`config.mk`:
```
export PLATFORM = sky130hd
export DESIGN_NAME = forwarding_hazard_unit
export DESIGN_NICKNAME = d
export VERILOG_FILES = /design/src/rtl/forwarding_hazard_unit.sv
export SDC_FILE = /design/constraint.sdc
export NUM_CORES = 1
export LEC_CHECK = 0
export CAP_MARGIN = 20
export CORE_ASPECT_RATIO = 1.5
export CORE_MARGIN = 2
export CORE_UTILIZATION = 53
export DETAILED_ROUTE_END_ITERATION = 7
export DONT_BUFFER_PORTS = 1
export HOLD_SLACK_MARGIN = 0.12
export PLACE_DENSITY_LB_ADDON = 0.2
export SYNTH_ARGS = -nofsm -noshare
export SYNTH_HDL_FRONTEND = slang
export SYNTH_SLANG_ARGS = --single-unit
```
`constraint.sdc`:
```
create_clock -name clock -period 4.9 [get_ports clock]
set_input_delay 0.735 -clock clock [delete_from_list [all_inputs] [get_ports clock]]
set_output_delay 0.735 -clock clock [all_outputs]
set_load 0.05 [all_outputs]
```
`src/rtl/forwarding_hazard_unit.sv`:
```
// Forwarding-select and load-use hazard control for the 16-bit, 8-register pipelined core.
// Shadows the in-flight writers of the datapath and advances them in lockstep with its pipeline registers.
module forwarding_hazard_unit #(
   parameter int REG_W = 3,
   parameter int CNT_W = 16
) (
   input  logic             clock,
   input  logic             reset_n,
   input  logic             id_valid,
   input  logic [REG_W-1:0] id_rs,
   input  logic [REG_W-1:0] id_rt,
   input  logic             id_uses_rs,
   input  logic             id_uses_rt,
   input  logic [REG_W-1:0] id_dest,
   input  logic             id_regwrite,
   input  logic             id_memread,
   input  logic             flush,
   input  logic             mem_wait,
   output logic [1:0]       forwardA,
   output logic [1:0]       forwardB,
   output logic             stall,
   output logic             bubble,
   output logic [CNT_W-1:0] stall_count
);

   typedef struct packed {
      logic             valid;
      logic [REG_W-1:0] dest;
      logic             regwrite;
      logic             memread;
   } slot_t;

   typedef enum logic [0:0] {
      RUN   = 1'b0,
      STALL = 1'b1
   } state_e;

   localparam logic [1:0]       FWD_RF  = 2'b00;
   localparam logic [1:0]       FWD_MEM = 2'b10;
   localparam logic [1:0]       FWD_WB  = 2'b01;
   localparam logic [REG_W-1:0] R0      = {REG_W{1'b0}};
   localparam logic [CNT_W-1:0] CNT_ONE = {{(CNT_W-1){1'b0}}, 1'b1};
   localparam logic [CNT_W-1:0] CNT_MAX = {CNT_W{1'b1}};
   localparam slot_t            EMPTY   = '{valid: 1'b0, dest: R0, regwrite: 1'b0, memread: 1'b0};

   // A writer in WB needs no bypass (the bank writes before it reads), so only EX and MEM are shadowed.
   slot_t            ex_q, ex_d, mem_q, mem_d;
   logic [1:0]       fwd_a_q, fwd_a_d, fwd_b_q, fwd_b_d;
   state_e           state_q, state_d;
   logic [CNT_W-1:0] cnt_q, cnt_d;
   logic             hit_rs_s, hit_rt_s, hz_s;

   function automatic logic writes_reg(input slot_t s, input logic [REG_W-1:0] r);
      return s.valid & s.regwrite & (s.dest != R0) & (s.dest == r);
   endfunction

   // The EX producer wins over MEM; a load still in EX has no result yet and cannot be bypassed.
   function automatic logic [1:0] fwd_sel(input logic used, input logic [REG_W-1:0] src,
                                          input slot_t ex, input slot_t mem);
      logic [1:0] sel;
      sel = FWD_RF;
      if (!used) begin
         sel = FWD_RF;
      end else if (writes_reg(ex, src) && !ex.memread) begin
         sel = FWD_MEM;
      end else if (writes_reg(mem, src)) begin
         sel = FWD_WB;
      end else begin
         sel = FWD_RF;
      end
      return sel;
   endfunction

   // Load-use hazard: the decode instruction reads the destination of a load sitting in EX.
   always_comb begin
      hit_rs_s = id_uses_rs & writes_reg(ex_q, id_rs);
      hit_rt_s = id_uses_rt & writes_reg(ex_q, id_rt);
      hz_s     = id_valid & ex_q.memread & (hit_rs_s | hit_rt_s);
   end

   assign stall  = reset_n & hz_s & ~flush & ~mem_wait;
   assign bubble = reset_n & (hz_s | flush) & ~mem_wait;

   // Next-state: shadow slots, operand selects, FSM and stall counter.
   always_comb begin
      ex_d    = ex_q;
      mem_d   = mem_q;
      fwd_a_d = fwd_a_q;
      fwd_b_d = fwd_b_q;
      state_d = state_q;
      cnt_d   = cnt_q;
      if (mem_wait) begin
         state_d = state_q;
      end else begin
         mem_d = ex_q;
         if (flush || hz_s) begin
            ex_d    = EMPTY;
            fwd_a_d = FWD_RF;
            fwd_b_d = FWD_RF;
         end else begin
            ex_d    = '{valid: id_valid, dest: id_dest, regwrite: id_regwrite, memread: id_memread};
            fwd_a_d = id_valid ? fwd_sel(id_uses_rs, id_rs, ex_q, mem_q) : FWD_RF;
            fwd_b_d = id_valid ? fwd_sel(id_uses_rt, id_rt, ex_q, mem_q) : FWD_RF;
         end
         if (flush) begin
            state_d = RUN;
         end else begin
            case (state_q)
               RUN:     state_d = hz_s ? STALL : RUN;
               STALL:   state_d = RUN;
               default: state_d = RUN;
            endcase
         end
         if (hz_s && !flush && (cnt_q != CNT_MAX)) begin
            cnt_d = cnt_q + CNT_ONE;
         end else begin
            cnt_d = cnt_q;
         end
      end
   end

   // State registers.
   always_ff @(posedge clock or negedge reset_n) begin
      if (!reset_n) begin
         ex_q    <= EMPTY;
         mem_q   <= EMPTY;
         fwd_a_q <= FWD_RF;
         fwd_b_q <= FWD_RF;
         state_q <= RUN;
         cnt_q   <= {CNT_W{1'b0}};
      end else begin
         ex_q    <= ex_d;
         mem_q   <= mem_d;
         fwd_a_q <= fwd_a_d;
         fwd_b_q <= fwd_b_d;
         state_q <= state_d;
         cnt_q   <= cnt_d;
      end
   end

   assign forwardA    = fwd_a_q;
   assign forwardB    = fwd_b_q;
   assign stall_count = cnt_q;

endmodule
```
==> reports/metrics.yaml <==
status: "finished, final reports clean"
cts_setup_buffers: 0
finalCriticalPeriod_ns: 3.146
synthCells: 135
gp_congestion: 0.7882
post-dp-hpwl_mm: 2.451
initial_utilization: 0.5671
wl_mm: 3.250
cts_sinks: 31
drv_slew: 0
p_leak_nw: 0.7071
async_flop_share: 1.000
irDropWorstVdd_mv: 0.2691
critPathArrivalTime_ns: 2.41
worstPathMaxFanout: 5
cts_resized: 0
start_kind: "register"
cts_tree: "yes"
pin_count: 40
synth_nets: 154
holdWs_ns: 0.1398
viasPerCell: 6.124
worst_setup_path_end_kind: "output pin"
drt_first_pass_iters: 4
timing.fmax_mhz: 317.8
grt.overflow.total: 0
final_util: 0.6129
netlist.top_cell.by_area: "dfrtp_1"
slowest_delay_ns: 0.69
grt_pass1_wl_mm: 5.278
yosys_warnings: 0
synth_ff_type: "dfrtp_1"
grt_max_degree: 34
nNetsFinal: 158
die_h_um: 69.89
drive_gt1_frac: 0.1286
root_buffer: "clkbuf_8"
synth_seq_cells: 31
synth.area.top_cells: "dfrtp_1, xnor2_1, mux2_2, nand4_1, a22o_1"
grt_util_met2: 0.3526
hold_violations: 0
slew_headroom: 0.4443
num_vias: 1084
syn_to_final_growth_pct: 8.075
wl_per_cell_um: 18.36
crit_required_ns: 4.16
final_cell_mix: "dfrtp_1, xnor2_1, nand4_1"
grtUsageMet1: 0.2589
instances_no_fill: 177
crit_path_top_delay_cell: "nor3b_2"
placed_cells: 169
synth_edf_count: 0
path_clk_slew_ns: 0.06
power_density_nw_per_um2: 299.3
coreArea_sq_um: 2705
drv_cap: 0
rsz0062_at_grt: "false"
hp-class: "in2async"
synth_top_cell_area_share: 0.5057
num_rows: 23
htreeDepth: 2
worstSetupPathType: "reg2out"
crit_chain: "xnor2_1, nand4_1, a21oi_1, nor2_1, nor3b_2"
tns_ns: 0
final_cell_area_sq_um: 1658
grt_util_met3: 0.08010
clockBufferDepth: 2
drt_iter0_markers: 16
tightest_slew_ns: 0.8299
grt_pass1_vias: 1146
drc: 0
synth.distinct_cells: 27
timing.final.crit_share: 0.6421
antenna_found_initial: 0
netlist_area_sq_um: 1534
die_w_um: 47.93
synth_area_per_cell_sq_um: 11.36
setup_viol: 0
synth-seq-area-share: 0.5057
final_common_cell: "dfrtp_1"
antenna-diode-count: 0
nFillCells: 254
busiest_layer: "met2"
portBuffers: 0
dieArea_sq_um: 3349
clock_skew_ns: 0.006593
postCtsHoldBufs: 0
placed_area_sq_um: 1573
insertion_delay_ns: 0.28
grt.total_usage: 0.2224
antenna_left: 0
cts_buffers: 5
==> final timing paths <==
| kind | startpoint | cells after the start | slack [ns] | to |
|---|---|---|---|---|
| setup / recovery | ex_q[2] | 5 | 1.75 | bubble |
| hold / removal | reset_n | 0 | 0.14 | stall_count[7] |
| setup reg to reg | stall_count[0] | 6 | 2.26 | stall_count[4] |
| hold reg to reg | mem_q[5] | 1 | 0.53 | mem_q[5] |
| max in group asynchronous | reset_n | 0 | 4.68 | stall_count[0] |
| min in group clock | mem_q[5] | 1 | 0.53 | mem_q[5] |
==> flip-flops by register name (all words and copies together), names as in the netlist <==
signal,count
mem_q,5
forwardA,2
forwardB,2
stall_count,16
ex_q,6
==> worst max-delay path: cells and delay by family, from the launching register on <==
kind                      cells  cell delay [ns]
DFF                           1             0.46
AOI/OAI and AO/OA             1             0.40
and+or+nand+nor               3             1.02
xor gates and xnor gates      1             0.25
==> per-layer routing <==
layer | routed length [um] | part of all wire
met5 | 0 | 0
met4 | 68 | 0.021
met3 | 237 | 0.073
met2 | 1780 | 0.55
met1 | 1164 | 0.36
==> synth_stat cells (all sizes together) (3+ instances only) <==
cell / n
a22o: 6
mux2: 7
nand3: 9
and4: 3
and3: 5
nor3: 6
nand2: 9
nor2: 3
xor2: 5
nand4: 11
dfrtp: 31
xnor2: 21
==> per-stage QoR <==
step	setup WS, ns	total power [mW]
after floorplan	1.528	0.3059
after global placement	1.917	0.3100
after detailed placement	1.843	0.3117
after CTS	1.763	0.5025
after global routing	1.558	0.5173
final	1.754	0.4962
==> report_power, final <==
part	internal, mW	leakage [nW]	switching [mW]
registers	0.265	0.423	0.0114
logic	0.0175	0.243	0.0136
clock network	0.0989	0.0412	0.0903
total	0.381	0.707	0.115
==> cell families (layout without fill, tap and decap cells) <==
logic type,Yosys count,in the layout,synth area share
compound gates,13,13,0.07586
flops,31,31,0.5057
buf+inv,4,9,0.01060
simple gates,53,53,0.1998
mux,7,7,0.05139
fa+ha+maj,1,1,0.008155
xor+xnor,26,26,0.1485
==> area by class of cell <==
type	count	area (sq um)	area share
clock inverter	2	12.51	0.007547
sequential	31	775.7	0.4679
tap	37	46.29	0.02792
clock buffer	6	72.57	0.04377
inverter	1	3.754	0.002264
multi-input combinational	100	747.0	0.4506
No activity file was read; power rests on OpenSTA's default activity.
==> variant 1: new RTL, same settings <==
Change the parameter `REG_W` from 3 to 6.
--- a/src/rtl/forwarding_hazard_unit.sv
+++ b/src/rtl/forwarding_hazard_unit.sv
@@ -1,7 +1,7 @@
 // Forwarding-select and load-use hazard control for the 16-bit, 8-register pipelined core.
 // Shadows the in-flight writers of the datapath and advances them in lockstep with its pipeline registers.
 module forwarding_hazard_unit #(
-   parameter int REG_W = 3,
+   parameter int REG_W = 6,
    parameter int CNT_W = 16
 ) (
    input  logic             clock,
Interface: changed (resized id_dest, id_rs and id_rt); port bits go from 40 to 49. No check against the original RTL was run, so the function may have changed too.
==> variant 1 against the unedited design <==
Sequential cell count rose by 6; synthesized cell count increased by 41%; synthesized area is 32% higher; register-to-register slack worse by 0.05 ns; highest routed layer unchanged; worst setup slack improved by 0.30 ns; design area rose by 30%; global-route usage up 1.6 points; power rose by 24%; routed wire length grew 44%; non-clock buffer count is 3 higher; utilization shrank 2.0 points; count of clock-buffer cells in the layout did not move; sequential share of layout area fell by 4.0 points.
==> variant 1: results (changes against the unedited design) <==
Worst setup path
  – R2R Setup Slk: 2.21 ns (-0.05 ns)
  – Slowest CP cell: and3_1
  – Worst path arrival time: 2.11 ns (-0.30 ns)

Global routing
  – GRT Total Usage: 0.238 (+0.0158)
  – M3 GR Usage: 0.0880 (+0.00791)
  – Vias in the first global route: 1612 (+41%)
  – Grt met2 use: 0.417 (+0.0643)

Status
  – Outcome: complete, no violations

Routing
  – Detailed-routed wire length on met2: 2540 um (+42%)
  – Routed vias: 1524 (+41%)
  – DR iter-0 viols: 41 (+25)
  – Post-Route M1 WL: 1770 um (+52%)
  – WL final: 4690 um (+44%)
  – Met3 Wirelength: 320 um (+35%)

Pwr
  – P_int: 0.449 mW (+18%)
  – Maximum vdd drop: 0.212 mV (-21%)
  – Comb power frac: 0.112 (+0.049)
  – Seq power: 0.336 mW (+22%)
  – Switching Share: 0.268 (+0.0353)

Logic synthesis
  – Seq/Total Area, Yosys: 0.458 (-0.0472)
  – Commonest cells post-synth: dfrtp_1 (37), xor2_1 (35), nand2_1 (16)
  – XOR/XNOR share of the synthesized area: 0.169 (+0.0207)
  – Post-synthesis adder-cell area fraction: 0.00620 (-0.00196)
  – Synth Area in Compound Gates: 0.0843 (+0.00841)

STA
  – Final worst slack: 2.05 ns (+0.297 ns)
  – Layout Skew: 0.00363 ns (-0.00297 ns)

Placement
  – Final GP Congestion: 0.768 (-2.5%)

Finish
  – Layout cell share with drive strength beyond 1: 0.113 (-0.0152)
  – Fin cells: 237 (+34%)
[variant 1: final cells by class]
| class | count | area [sq um] |
|---|---|---|
| timing repair buffer | 3 | 37.5 |
| fill | 334 | 1490 |
| multi-input combinational | 145 | 1060 |
| clock inverter | 2 | 10.0 |
| tap | 43 | 53.8 |
| sequential | 37 | 926 |
| clock buffer | 6 | 72.6 |
| inverter | 1 | 3.75 |
[variant 1: critical path, delay by kind of cell (launching register included)]
| kind | cells | cell delay (ns) |
|---|---|---|
| XOR/XNOR | 1 | 0.21 |
| flip-flops | 1 | 0.46 |
| AND/OR/NAND/NOR | 3 | 0.91 |
| AO/OA/AOI/OAI | 1 | 0.24 |
[variant 1: final timing paths]
path	startpoint	end
min in group clock	mem_q[8]	mem_q[8]
max in group asynchronous	reset_n	stall_count[12]
hold / removal	reset_n	forwardB[0]
hold reg to reg	mem_q[8]	mem_q[8]
setup / recovery	ex_q[7]	stall
setup reg to reg	stall_count[0]	stall_count[1]
==> variant 2: new RTL, config.mk and constraints unchanged <==
Without the edit above. Reset style: synchronous (`reset_n`), changed in one clocked block.
--- a/src/rtl/forwarding_hazard_unit.sv
+++ b/src/rtl/forwarding_hazard_unit.sv
@@ -120,7 +120,7 @@
    end
 
    // State registers.
-   always_ff @(posedge clock or negedge reset_n) begin
+   always_ff @(posedge clock) begin
       if (!reset_n) begin
          ex_q    <= EMPTY;
          mem_q   <= EMPTY;
Check against the original RTL: differs if reset_n is asserted again (counterexample within 4 cycles, from zero or initial values and one cycle with reset_n low); with reset_n held inactive, the same outputs for 10 cycles.
==> variant 2 against the unedited design <==
Power is 0.99% higher; clock skew hardly changed; die area is 4.4% higher; synthesized area is 4.7% higher; worst setup slack better by 0.087 ns; hold slack better by 0.37 ns; first-iteration DRC count is 140% higher; via count is 33% higher; utilization is 2.7 points lower; sequential cell count stayed put; sequential share of layout area is 10 points lower; routed wire length is 15% higher; design area is 3.0% higher; largest cell class is now multi-input gates; largest power group unchanged.
==> variant 2: results (changes against the unedited design) <==
Worst setup path
  – CP endpoint: stall
  – Crit. Startpoint: ex_q[2]
  – Worst path arrival time: 2.32 ns (-0.09 ns)
  – R2r endpoint: stall_count[1]
  – Crit path max-delay family: simple AND/OR/NAND/NOR gates
  – Reg2reg start: stall_count[6]
  – Slowest CP cell: nor2_1
  – Worst Reg-to-Reg Cells: 5 (-1)
  – Critical-path maximum fanout: 13 (+8)
  – R2R Setup Slk: 2.28 ns (+0.02 ns)

Logic synthesis
  – Seq/Total Area, Yosys: 0.386 (-0.119)
  – Primary FF master, synth: dfxtp_1
  – Synth Net Count: 204 (+32%)
  – Post-Synthesis Cells: 185 (+37%)
  – Count leader, synth: dfxtp_1
  – Number of unique standard cell types used by synthesis: 37 (+37%)
  – Share of flip-flops with an asynchronous set or reset: 0 (-1.00)
  – Commonest cells post-synth: dfxtp_1 (31), nor2_1 (17), a21oi_1 (16)
  – Area contributors post-synth: dfxtp_1 (39%), a21oi_1 (5.0%), xnor2_1 (4.9%)

Routing
  – Routed vias: 1440 (+33%)
  – Via density: 6.46 (+5.4%)
  – Highest routed layer: met4
  – DR iter-0 viols: 38 (+22)
  – Met3 Wirelength: 197 um (-17%)
  – Detailed-routed wire length on met2: 2010 um (+13%)
  – Routed WL per cell: 16.7 um (-9.0%)
  – Post-Route M1 WL: 1460 um (+25%)

Finish
  – Seq_cells: 31 (unchanged)
  – CLK BUF: 8 (+2)
  – Multi-input gate count: 142 (+42%)
  – ClkCell Share: 0.0586 (+0.00729)
  – Non-clock buffer count: 0 (unchanged)
  – Inverters: 3 (+2)
  – Layout cell share with drive strength beyond 1: 0.0870 (-0.0416)
  – Fillers: 296 (+17%)
  – Register Area: 621 sq um (-20%)
  – Area of the multi-input gates: 927 sq um (+24%)

Placement
  – Detailed-placement wirelength estimate: 2760 um (+13%)
  – DP Cell Count: 215 (+27%)
  – Final GP Congestion: 0.773 (-1.9%)
  – Worst slack, placed: 1.91 ns (+0.0696 ns)

Pwr
  – Leak: 0.514 nW (-27%)
  – Maximum vdd drop: 0.191 mV (-29%)

STA
  – Max_slew headroom: 0.382 (-0.0628)
  – Final worst slack: 1.84 ns (+0.0873 ns)
  – Layout Skew: 0.00610 ns (-0.000497 ns)

Global routing
  – Vias in the first global route: 1325 (+16%)
  – Largest net degree at the start of global routing: 31 (-8.8%)
  – GRT Total Usage: 0.225 (+0.00287)
  – First-pass GRT wire length: 5980 um (+13%)

Worst hold path
  – Worst min-delay path category: reg -> reg

Status
  – Outcome: complete, no violations
==> variant 2: metrics by stage <==
step | cell area [sq um] | hold WS [ns]
final | 1710 | 0.514
after global routing | 1710 | 0.563
after detailed placement | 1610 | 0.497
after CTS | 1710 | 0.514
after floorplan | 1610 | 0.463
after global placement | 1610 | 0.478
==> variant 2: power breakdown <==
part           switching, mW  internal, mW
Clock                 0.0921         0.128
Sequential           0.00373         0.255
Combinational         0.0130       0.00956
==> variant 2: logic make-up (layout without fill, tap and decap cells) <==
group	Yosys count	after routing	share of synthesized area
muxes	5	5	0.0312
and+or+nand+nor	74	74	0.262
DFF	31	31	0.386
AOI/OAI and AO/OA	49	49	0.202
buffers and inverters	12	11	0.0397
xor gates and xnor gates	13	13	0.0709
adders and majority gates	1	1	0.00779
==> variant 2: per-layer routing <==
metal | vias up | global-route usage
met5 | - | 0
met4 | 0 | 0.108
met3 | 7 | 0.0854
met2 | 33 | 0.411
met1 | 691 | 0.221
li1 | 709 | -
